### config.mk
export PLATFORM = sky130hd
export DESIGN_NAME = input_conditioner_flat
export DESIGN_NICKNAME = d
export VERILOG_FILES = /design/src/rtl/input_conditioner_if.sv /design/src/rtl/input_conditioner.sv /design/src/flat_wrapper.sv
export SDC_FILE = /design/constraint.sdc
export NUM_CORES = 1
export LEC_CHECK = 0
export ABC_AREA = 0
export CORE_ASPECT_RATIO = 2
export CORE_UTILIZATION = 63
export DETAILED_ROUTE_END_ITERATION = 8
export PLACE_DENSITY = 0.95
export SYNTH_ARGS = -nofsm -noshare
export SYNTH_HDL_FRONTEND = slang
export SYNTH_SLANG_ARGS = --single-unit
### constraint.sdc
create_clock -name clk -period 3.4 [get_ports clk]
set_input_delay 1.02 -clock clk [delete_from_list [all_inputs] [get_ports clk]]
set_output_delay 1.02 -clock clk [all_outputs]
set_load 0.005 [all_outputs]
### src/rtl/input_conditioner_if.sv
// Board-side bundle for input_conditioner: raw pins in, clean levels and edge pulses out.
// The conditioner takes the slave modport; the consumer or bench takes the master modport.
interface input_conditioner_if #(
    parameter int N_BTN = 4,
    parameter int N_SW  = 12
);
    logic [N_BTN-1:0] btn_raw_i;
    logic [N_SW-1:0]  sw_raw_i;
    logic [N_BTN-1:0] btn_o;
    logic [N_BTN-1:0] btn_press_o;
    logic [N_BTN-1:0] btn_release_o;
    logic [N_SW-1:0]  sw_o;
    logic             sw_changed_o;

    modport slave (
        input  btn_raw_i,
        input  sw_raw_i,
        output btn_o,
        output btn_press_o,
        output btn_release_o,
        output sw_o,
        output sw_changed_o
    );

    modport master (
        output btn_raw_i,
        output sw_raw_i,
        input  btn_o,
        input  btn_press_o,
        input  btn_release_o,
        input  sw_o,
        input  sw_changed_o
    );
endinterface

### src/rtl/input_conditioner.sv
// Two-flop synchroniser plus debounce for board buttons (one counter per bit) and
// switches (one shared counter), with registered level outputs and one-cycle pulses.
module input_conditioner #(
    parameter int N_BTN           = 4,
    parameter int N_SW            = 12,
    parameter int DEBOUNCE_CYCLES = 1000000,
    parameter int CNT_W           = 20
) (
    input  logic                clk,
    input  logic                rst,
    input_conditioner_if.slave  bus
);
    localparam logic [CNT_W-1:0] CNT_MAX  = CNT_W'(DEBOUNCE_CYCLES - 1);
    localparam logic [CNT_W-1:0] CNT_ZERO = {CNT_W{1'b0}};
    localparam logic [CNT_W-1:0] CNT_ONE  = {{(CNT_W-1){1'b0}}, 1'b1};

    logic [N_BTN-1:0] btn_s1_r, btn_s2_r, btn_r, press_r, release_r;
    logic [N_SW-1:0]  sw_s1_r, sw_s2_r, sw_last_r, sw_r;
    logic             sw_chg_r;
    logic [CNT_W-1:0] btn_cnt_r [N_BTN];
    logic [CNT_W-1:0] sw_cnt_r;

    logic [N_BTN-1:0] btn_nxt_s, press_nxt_s, release_nxt_s;
    logic [CNT_W-1:0] btn_cnt_nxt_s [N_BTN];
    logic [N_SW-1:0]  sw_nxt_s;
    logic             sw_chg_nxt_s;
    logic [CNT_W-1:0] sw_cnt_nxt_s;

    // Per-bit button debounce: count while synced input differs, accept at the limit.
    always_comb begin
        btn_nxt_s     = btn_r;
        press_nxt_s   = {N_BTN{1'b0}};
        release_nxt_s = {N_BTN{1'b0}};
        for (int i = 0; i < N_BTN; i++) begin
            btn_cnt_nxt_s[i] = CNT_ZERO;
            if (btn_s2_r[i] == btn_r[i]) begin
                btn_cnt_nxt_s[i] = CNT_ZERO;
            end else if (btn_cnt_r[i] < CNT_MAX) begin
                btn_cnt_nxt_s[i] = btn_cnt_r[i] + CNT_ONE;
            end else begin
                btn_nxt_s[i]     = btn_s2_r[i];
                press_nxt_s[i]   = btn_s2_r[i];
                release_nxt_s[i] = ~btn_s2_r[i];
            end
        end
    end

    // Switch vector debounce: any movement between samples restarts the shared count.
    always_comb begin
        sw_nxt_s     = sw_r;
        sw_chg_nxt_s = 1'b0;
        sw_cnt_nxt_s = CNT_ZERO;
        if (sw_s2_r != sw_last_r) begin
            sw_cnt_nxt_s = CNT_ZERO;
        end else if (sw_s2_r == sw_r) begin
            sw_cnt_nxt_s = CNT_ZERO;
        end else if (sw_cnt_r < CNT_MAX) begin
            sw_cnt_nxt_s = sw_cnt_r + CNT_ONE;
        end else begin
            sw_nxt_s     = sw_s2_r;
            sw_chg_nxt_s = 1'b1;
        end
    end

    // State registers: synchroniser chain, counters and registered outputs.
    always_ff @(posedge clk) begin
        if (rst) begin
            btn_s1_r  <= {N_BTN{1'b0}};
            btn_s2_r  <= {N_BTN{1'b0}};
            btn_r     <= {N_BTN{1'b0}};
            press_r   <= {N_BTN{1'b0}};
            release_r <= {N_BTN{1'b0}};
            sw_s1_r   <= {N_SW{1'b0}};
            sw_s2_r   <= {N_SW{1'b0}};
            sw_last_r <= {N_SW{1'b0}};
            sw_r      <= {N_SW{1'b0}};
            sw_chg_r  <= 1'b0;
            sw_cnt_r  <= CNT_ZERO;
            for (int i = 0; i < N_BTN; i++) begin
                btn_cnt_r[i] <= CNT_ZERO;
            end
        end else begin
            btn_s1_r  <= bus.btn_raw_i;
            btn_s2_r  <= btn_s1_r;
            btn_r     <= btn_nxt_s;
            press_r   <= press_nxt_s;
            release_r <= release_nxt_s;
            sw_s1_r   <= bus.sw_raw_i;
            sw_s2_r   <= sw_s1_r;
            sw_last_r <= sw_s2_r;
            sw_r      <= sw_nxt_s;
            sw_chg_r  <= sw_chg_nxt_s;
            sw_cnt_r  <= sw_cnt_nxt_s;
            for (int i = 0; i < N_BTN; i++) begin
                btn_cnt_r[i] <= btn_cnt_nxt_s[i];
            end
        end
    end

    assign bus.btn_o         = btn_r;
    assign bus.btn_press_o   = press_r;
    assign bus.btn_release_o = release_r;
    assign bus.sw_o          = sw_r;
    assign bus.sw_changed_o  = sw_chg_r;
endmodule

### src/flat_wrapper.sv
// flat-port wrapper written by rule: the top's interface ports become plain ports
module input_conditioner_flat 
#(
    parameter int N_BTN           = 4,
    parameter int N_SW            = 12,
    parameter int DEBOUNCE_CYCLES = 1000000,
    parameter int CNT_W           = 20
)
  (clk, rst, bus_btn_raw_i, bus_sw_raw_i, bus_btn_o, bus_btn_press_o, bus_btn_release_o, bus_sw_o, bus_sw_changed_o);
  input_conditioner_if #(.N_BTN(N_BTN), .N_SW(N_SW)) bus_i ();
  input  logic clk;
  input  logic rst;
  input wire logic [$bits(bus_i.btn_raw_i)-1:0] bus_btn_raw_i;
  input wire logic [$bits(bus_i.sw_raw_i)-1:0] bus_sw_raw_i;
  output wire logic [$bits(bus_i.btn_o)-1:0] bus_btn_o;
  output wire logic [$bits(bus_i.btn_press_o)-1:0] bus_btn_press_o;
  output wire logic [$bits(bus_i.btn_release_o)-1:0] bus_btn_release_o;
  output wire logic [$bits(bus_i.sw_o)-1:0] bus_sw_o;
  output wire logic [$bits(bus_i.sw_changed_o)-1:0] bus_sw_changed_o;
  assign bus_i.btn_raw_i = bus_btn_raw_i;
  assign bus_i.sw_raw_i = bus_sw_raw_i;
  assign bus_btn_o = bus_i.btn_o;
  assign bus_btn_press_o = bus_i.btn_press_o;
  assign bus_btn_release_o = bus_i.btn_release_o;
  assign bus_sw_o = bus_i.sw_o;
  assign bus_sw_changed_o = bus_i.sw_changed_o;
  input_conditioner #(.N_BTN(N_BTN), .N_SW(N_SW), .DEBOUNCE_CYCLES(DEBOUNCE_CYCLES), .CNT_W(CNT_W)) u_core (.clk(clk), .rst(rst), .bus(bus_i));
endmodule
==> results.sh, run 1 <==
export IMPL_worst_setup_path_type="flip-flop to flip-flop"
export IMPL_relSlewSlack_pct=28.6
export IMPL_die_width_um=75.8
export IMPL_drive_gt1_share_pct=10.4
export IMPL_htree_levels=4
export IMPL_synthTopCellsByCount="dfxtp_1 (169), nor2_1 (102), nor2b_1 (60), xor2_1 (60), xnor2_1 (54)"
export IMPL_synthDominantCellAreaShare_pct=49.4
export IMPL_swShare_pct=20.7
export IMPL_fin_tns_setup_ns=0
export IMPL_p_int_w=0.00322
export IMPL_max_vdd_ir_drop_mv=0.440
export IMPL_vias_per_cell=5.71
export IMPL_drc_errors=0
export IMPL_postCtsSetupBuffers=0
export IMPL_rsz0062_at_grt="false"
export IMPL_cts_buffer_depth=2
export IMPL_design_core_area_um2=10500
export IMPL_area_growth_pct=15.7
export IMPL_hold_violations=0
export IMPL_hold_buffers=0
export IMPL_clock_latency_ns=0.43
export IMPL_root_buffer="clkbuf_16"
export IMPL_power_frac_clock_pct=47.9
export IMPL_fp_dieH_um=150
export IMPL_p_comb_share_pct=2.4
export IMPL_slew_violations=0
export IMPL_fin_area_um2=7930
export IMPL_wire_per_inst_um=16.2
export IMPL_min_from="u_core.btn_s1_r[1]$_SDFF_PP0_"
export IMPL_globalplace_congestion=0.816
export IMPL_outcome="completed"
export IMPL_wirelength_um=14500
export IMPL_grt_usage_pct=27.3
export IMPL_final_util_pct=75.2
export IMPL_worstMarginPinSlew_ns=1.06
export IMPL_finalSetupViolCount=0
export IMPL_cts_sinks=169
export IMPL_clock_skew_ns=0.00671
export IMPL_r2r_start="u_core.sw_s2_r[5]$_SDFF_PP0_"
export IMPL_worst_path_max_delay_cell="nand4bb_1"
export IMPL_nFillCells=656
export IMPL_synth_seq_area_share_pct=49.4
export IMPL_async_flop_share_pct=0
export IMPL_power_net_switching_w=0.000838
export IMPL_ys_flop_type="dfxtp_1"
export IMPL_p_per_area_nw_per_um2=512
export IMPL_crit_path_end_kind="flip-flop"
export IMPL_diodes=0
export IMPL_crit_path_start="u_core.sw_s2_r[5]$_SDFF_PP0_"
export IMPL_critPathMaxFanout=12
export IMPL_dr_pass1_iters=4
export IMPL_rows=53
export IMPL_path_buf_inv=0
export IMPL_setup_worst_path_start_class="flip-flop"
export IMPL_grt_max_degree=53
export IMPL_fin_nets=769
export IMPL_r2r_slack_ns=0.97
export IMPL_antenna_found_initial=0
export IMPL_hold_path_class="flip-flop to flip-flop"
export IMPL_multi_input_area_um2=3330
export IMPL_path_cells="xor2_1 -> nor4_1 -> nand3_1 -> nand4bb_1 -> mux2_2"
export IMPL_post_cts_resized=0
export IMPL_clk_pin_slew_ns=0.06
export IMPL_drtIter0Drc=240
export IMPL_synth_area_top_cells="dfxtp_1 (49%), xor2_1 (7.7%), xnor2_1 (6.9%)"
export IMPL_io_pins=43
export IMPL_synth_cells=704
export IMPL_io_buffers=42
export IMPL_hpwl_um=9270
export IMPL_synth_edf_count=0
export IMPL_cp_required_ns=3.71
export IMPL_netlist_area_um2=6850
export IMPL_drtAntennaViolNets=0
export IMPL_start_util_pct=65.0
export IMPL_critPathTopFamily="simple AND/OR/NAND/NOR gates"
export IMPL_seqCellArea_um2=3380
export IMPL_fin_crit_sh_pct=71.4
export IMPL_post_route_min_period_ns=2.43
export IMPL_synth_fp_nets=727
export IMPL_syn_avg_cell_area_um2=9.74
export IMPL_place_area_um2=7340
export IMPL_yosysTopAreaCell="dfxtp_1"
export IMPL_overflow=0
export IMPL_fmax_mhz=412
export IMPL_cts_tree="yes"
export IMPL_cpPeakStageDelay_ns=0.68
export IMPL_yosysUniqueCellTypes=49
export IMPL_vias=5108
export IMPL_die_area_um2=11300
export IMPL_p_leak_nw=2.76
export IMPL_ys_ff_latch=169
export IMPL_arrival_ns=2.74
export IMPL_synth_most_common_cell="dfxtp_1"
export IMPL_cts_buffers=17
export IMPL_grt_pass1_wl_um=23500
export IMPL_drv_cap=0
export IMPL_power_frac_seq_pct=49.7
export IMPL_grt_pass1_vias=5322
export IMPL_ys_warn_count=0
[per-stage QoR]
step	hold WS, ns	power (W)	std cells	worst slack (ns)
after CTS	0.443	0.00407	894	0.945
after floorplan	0.413	0.00213	704	1.46
after detailed placement	0.425	0.00216	864	0.978
after global routing	0.462	0.00417	894	0.825
after global placement	0.424	0.00215	864	1.16
final	0.436	0.00406	894	0.973
[cell type report]
type                            instances  share of cell area, %
Sequential cell                       169                   42.7
Clock buffer                           19                   5.59
Tap cell                              137                   2.16
Inverter                                5                  0.237
Timing Repair Buffer                   45                   5.52
Multi-Input combinational cell        508                   42.0
Clock inverter                         11                   1.88
[worst reg2reg max path: cells and delay by family, from the launching register on]
kind / cells / cell delay [ns]
xor gates and xnor gates: 1 / 0.17
DFF: 1 / 0.34
muxes: 1 / 0.53
and+or+nand+nor: 3 / 1.28
[placed cells by master, fill, tap and decap left out, types with 5 or more instances in the layout]
| master | count |
|---|---|
| nor2b_1 | 60 |
| xnor2_1 | 54 |
| clkdlybuf4s50_1 | 41 |
| nor4_1 | 9 |
| inv_1 | 5 |
| nor3_2 | 19 |
| ha_1 | 5 |
| nand4_1 | 21 |
| nor2_1 | 102 |
| clkbuf_16 | 17 |
| dfxtp_1 | 169 |
| mux2_2 | 12 |
| nand2_1 | 38 |
| nand3_1 | 33 |
| nor3_1 | 11 |
| o21ai_0 | 8 |
| xor2_1 | 60 |
| and3_1 | 20 |
[cell families (layout without fill, tap and decap cells)]
group	Yosys count	in the layout	synth area share, %
DFF	169	169	49.4
xor gates and xnor gates	114	114	14.6
muxes	12	12	1.97
buffers and inverters	27	80	2.10
adders and majority gates	5	5	0.913
and+or+nand+nor	343	343	27.4
AOI/OAI and AO/OA	34	34	3.69
[path summary, 6_finish.rpt]
check	cells past startpoint	to
min reg2reg	1	u_core.btn_s2_r[1]$_SDFF_PP0_
max	5	u_core.bus.sw_o[2]$_SDFFE_PP0P_
max reg2reg	5	u_core.bus.sw_o[2]$_SDFFE_PP0P_
min	1	u_core.btn_s2_r[1]$_SDFF_PP0_
[power by group through the flow]
stage	combinational, W	clock (W)	sequential, W
after floorplan	0.0000675	0	0.00206
after global placement	0.0000915	0	0.00206
after detailed placement	0.0000957	0	0.00206
after CTS	0.0000984	0.00196	0.00202
after global routing	0.000107	0.00205	0.00202
final	0.0000974	0.00194	0.00202
[registers in the layout, indices dropped and copies added, names as in the netlist]
name and flops:
u_core.btn_cnt_r 80, u_core.bus.btn_o 4, u_core.sw_s1_r 12, u_core.sw_cnt_r 20, u_core.bus.btn_release_o 4, u_core.btn_s1_r 4
u_core.bus.sw_o 12, u_core.btn_s2_r 4, u_core.sw_last_r 12, u_core.bus.btn_press_o 4, u_core.sw_s2_r 12, u_core.bus.sw_changed_o 1
[per-layer routing]
| layer | up-vias | global-route usage (%) | routed length, µm |
|---|---|---|---|
| met3 | 47 | 6.53 | 520 |
| met5 | - | 0 | 0 |
| met1 | 2465 | 27.1 | 5320 |
| met4 | 0 | 13.4 | 535 |
| met2 | 141 | 50.0 | 8100 |
| li1 | 2455 | - | - |
No activity file was read; power rests on OpenSTA's default activity.
==> run 2, diff against run 1 <==
Settings changed: CORE_UTILIZATION 63 to 59, PLACE_DENSITY 0.95 to 0.91.
Clock period 3.4 ns to 2.5 ns, I/O delays scaled along.
==> results.sh, run 2 (synthesis results as in run 1) <==
export IMPL_fin_nets=776
export IMPL_grt_pass1_vias=5404
export IMPL_hold_buffers=0
export IMPL_power_frac_seq_pct=49.9
export IMPL_area_growth_pct=16.7
export IMPL_r2r_start="u_core.sw_cnt_r[0]$_SDFF_PP0_"
export IMPL_die_area_um2=12100
export IMPL_p_leak_nw=2.79
export IMPL_worst_setup_path_type="flip-flop to flip-flop"
export IMPL_slew_violations=0
export IMPL_grt_max_degree=32
export IMPL_r2r_slack_ns=0.20
export IMPL_arrival_ns=2.66
export IMPL_cts_sinks=169
export IMPL_place_ws_ns=0.255
export IMPL_worst_path_max_delay_cell="and2_1"
export IMPL_min_to="u_core.btn_s2_r[3]$_SDFF_PP0_"
export IMPL_vias_per_cell=5.75
export IMPL_grt_usage_pct=25.4
export IMPL_largest_register_ffs=80
export IMPL_min_from="u_core.btn_s1_r[3]$_SDFF_PP0_"
export IMPL_design_core_area_um2=11300
export IMPL_clock_latency_ns=0.43
export IMPL_io_pins=43
export IMPL_hpwl_um=9470
export IMPL_regMostFlops="u_core.btn_cnt_r"
export IMPL_drtAntennaViolNets=0
export IMPL_rows=55
export IMPL_max_vdd_ir_drop_mv=0.667
export IMPL_r2r_end="u_core.bus.sw_changed_o$_SDFF_PP0_"
export IMPL_vias=5218
export IMPL_top_regs="u_core.btn_cnt_r (80), u_core.sw_cnt_r (20)"
export IMPL_overflow=0
export IMPL_die_width_um=78.2
export IMPL_rsz0062_at_grt="false"
export IMPL_worstMarginPinSlew_ns=1.20
export IMPL_hold_path_class="flip-flop to flip-flop"
export IMPL_fmax_mhz=435
export IMPL_dr_pass1_iters=5
export IMPL_power_net_switching_w=0.00114
export IMPL_fin_crit_sh_pct=92.0
export IMPL_p_int_w=0.00437
export IMPL_clock_skew_ns=0.00810
export IMPL_wirelength_um=14500
export IMPL_diodes=0
export IMPL_worst_slack_ns=0.200
export IMPL_start_util_pct=60.7
export IMPL_drc_errors=0
export IMPL_nFillCells=769
export IMPL_finalSetupViolCount=0
export IMPL_drv_cap=0
export IMPL_power_frac_clock_pct=47.7
export IMPL_drtIter0Drc=183
export IMPL_cts_tree="yes"
export IMPL_final_common_cell="dfxtp_1"
export IMPL_critPathMaxFanout=21
export IMPL_grt_pass1_wl_um=24300
export IMPL_drive_gt1_share_pct=11.5
export IMPL_p_per_area_nw_per_um2=689
export IMPL_relSlewSlack_pct=20.2
export IMPL_cpPeakStageDelay_ns=0.92
export IMPL_cp_required_ns=2.86
export IMPL_whs_ns=0.433
export IMPL_hold_violations=0
export IMPL_fp_dieH_um=154
export IMPL_outcome="completed"
export IMPL_wire_per_inst_um=16.0
export IMPL_postCtsSetupBuffers=0
export IMPL_post_route_min_period_ns=2.30
export IMPL_cts_buffer_depth=2
export IMPL_final_cell_mix="dfxtp_1 (169), nor2_1 (102), nor2b_1 (60), xor2_1 (60), xnor2_1 (54)"
export IMPL_root_buffer="clkbuf_16"
export IMPL_cts_buffers=17
export IMPL_crit_path_end_kind="flip-flop"
export IMPL_antenna_found_initial=0
export IMPL_r2r_worst_path_cells=6
export IMPL_globalplace_congestion=0.862
export IMPL_fin_tns_setup_ns=0
export IMPL_htree_levels=4
export IMPL_path_cells="ha_1 -> nand2_1 -> o21ai_0 -> a211o_1 -> and2_1 -> nor2b_1"
export IMPL_setup_worst_path_start_class="flip-flop"
export IMPL_swShare_pct=20.7
export IMPL_post_cts_resized=0
export IMPL_io_buffers=42
export IMPL_hold_depth=1
export IMPL_clk_pin_slew_ns=0.06
export IMPL_p_comb_share_pct=2.5
==> run 2: cell types whose count changed in the layout (fill, tap and decap cells not counted), sizes merged <==
cell / change
inv: -1
buf: +7
clkbuf: +3
clkinv: -3
clkinvlp: +4
bufinv: -1
==> run 2: stage by stage <==
stage / instance area (µm²) / total power (W) / cells / utilization, %
2_1_floorplan: 6850 / 0.00289 / 704 / -
3_3_place_gp: 7400 / 0.00293 / 876 / 65.5
3_5_place_dp: 7400 / 0.00294 / 876 / 65.5
4_1_cts: 8000 / 0.00554 / 908 / 70.9
5_1_grt: 8000 / 0.00566 / 908 / 70.9
6_report: 8000 / 0.00551 / 908 / 70.9
==> run 2: worst max-delay path by stage <==
stage / start / to / slack, ns / depth (start not counted)
2_1_floorplan: u_core.sw_cnt_r[11]$_SDFF_PP0_ / u_core.bus.sw_o[10]$_SDFFE_PP0P_ / 0.64 / 5
3_3_place_gp: u_core.sw_cnt_r[0]$_SDFF_PP0_ / u_core.bus.sw_changed_o$_SDFF_PP0_ / 0.37 / 6
3_5_place_dp: u_core.sw_cnt_r[0]$_SDFF_PP0_ / u_core.bus.sw_changed_o$_SDFF_PP0_ / 0.26 / 6
4_1_cts: u_core.sw_cnt_r[0]$_SDFF_PP0_ / u_core.bus.sw_changed_o$_SDFF_PP0_ / 0.21 / 6
5_1_grt: u_core.sw_cnt_r[0]$_SDFF_PP0_ / u_core.bus.sw_changed_o$_SDFF_PP0_ / 0.07 / 6
6_report: u_core.sw_cnt_r[0]$_SDFF_PP0_ / u_core.bus.sw_changed_o$_SDFF_PP0_ / 0.20 / 6
==> run 2: power groups by stage <==
stage | registers, W | logic, W | clock network, W
finish | 0.00275 | 0.000137 | 0.00262
global route | 0.00275 | 0.000149 | 0.00276
CTS | 0.00275 | 0.000139 | 0.00265
detailed placement | 0.00280 | 0.000134 | 0
global placement | 0.00280 | 0.000129 | 0
floorplan | 0.00280 | 0.0000917 | 0
==> run 2: final cells by class <==
cell class                      instances  area [µm²]  area share, %
Inverter                                5        18.8          0.235
Timing Repair Buffer                   52         490           6.13
Clock inverter                         10         118           1.47
Sequential cell                       169        3380           42.3
Clock buffer                           22         484           6.05
Tap cell                              142         178           2.22
Multi-Input combinational cell        508        3330           41.6
==> run 2: critical path: cells and delay by family (launching register included) <==
kind	cells	cell delay [ns]
compound gates	2	0.35
fa+ha+maj	1	0.23
flops	1	0.39
simple gates	3	1.27
==> run 2: per-layer routing <==
metal,vias to the layer above,routed length (µm),GRT usage (%)
met5,-,0,0
met4,0,498,13.1
met3,56,513,4.60
met2,162,8130,48.7
met1,2532,5390,25.1
li1,2468,-,-
==> run 3, diff against run 2 <==
Settings changed: CAP_MARGIN set to 10.
==> results of run 3 <==
No change in the layout: final DEF, timing and power equal those of run 2.
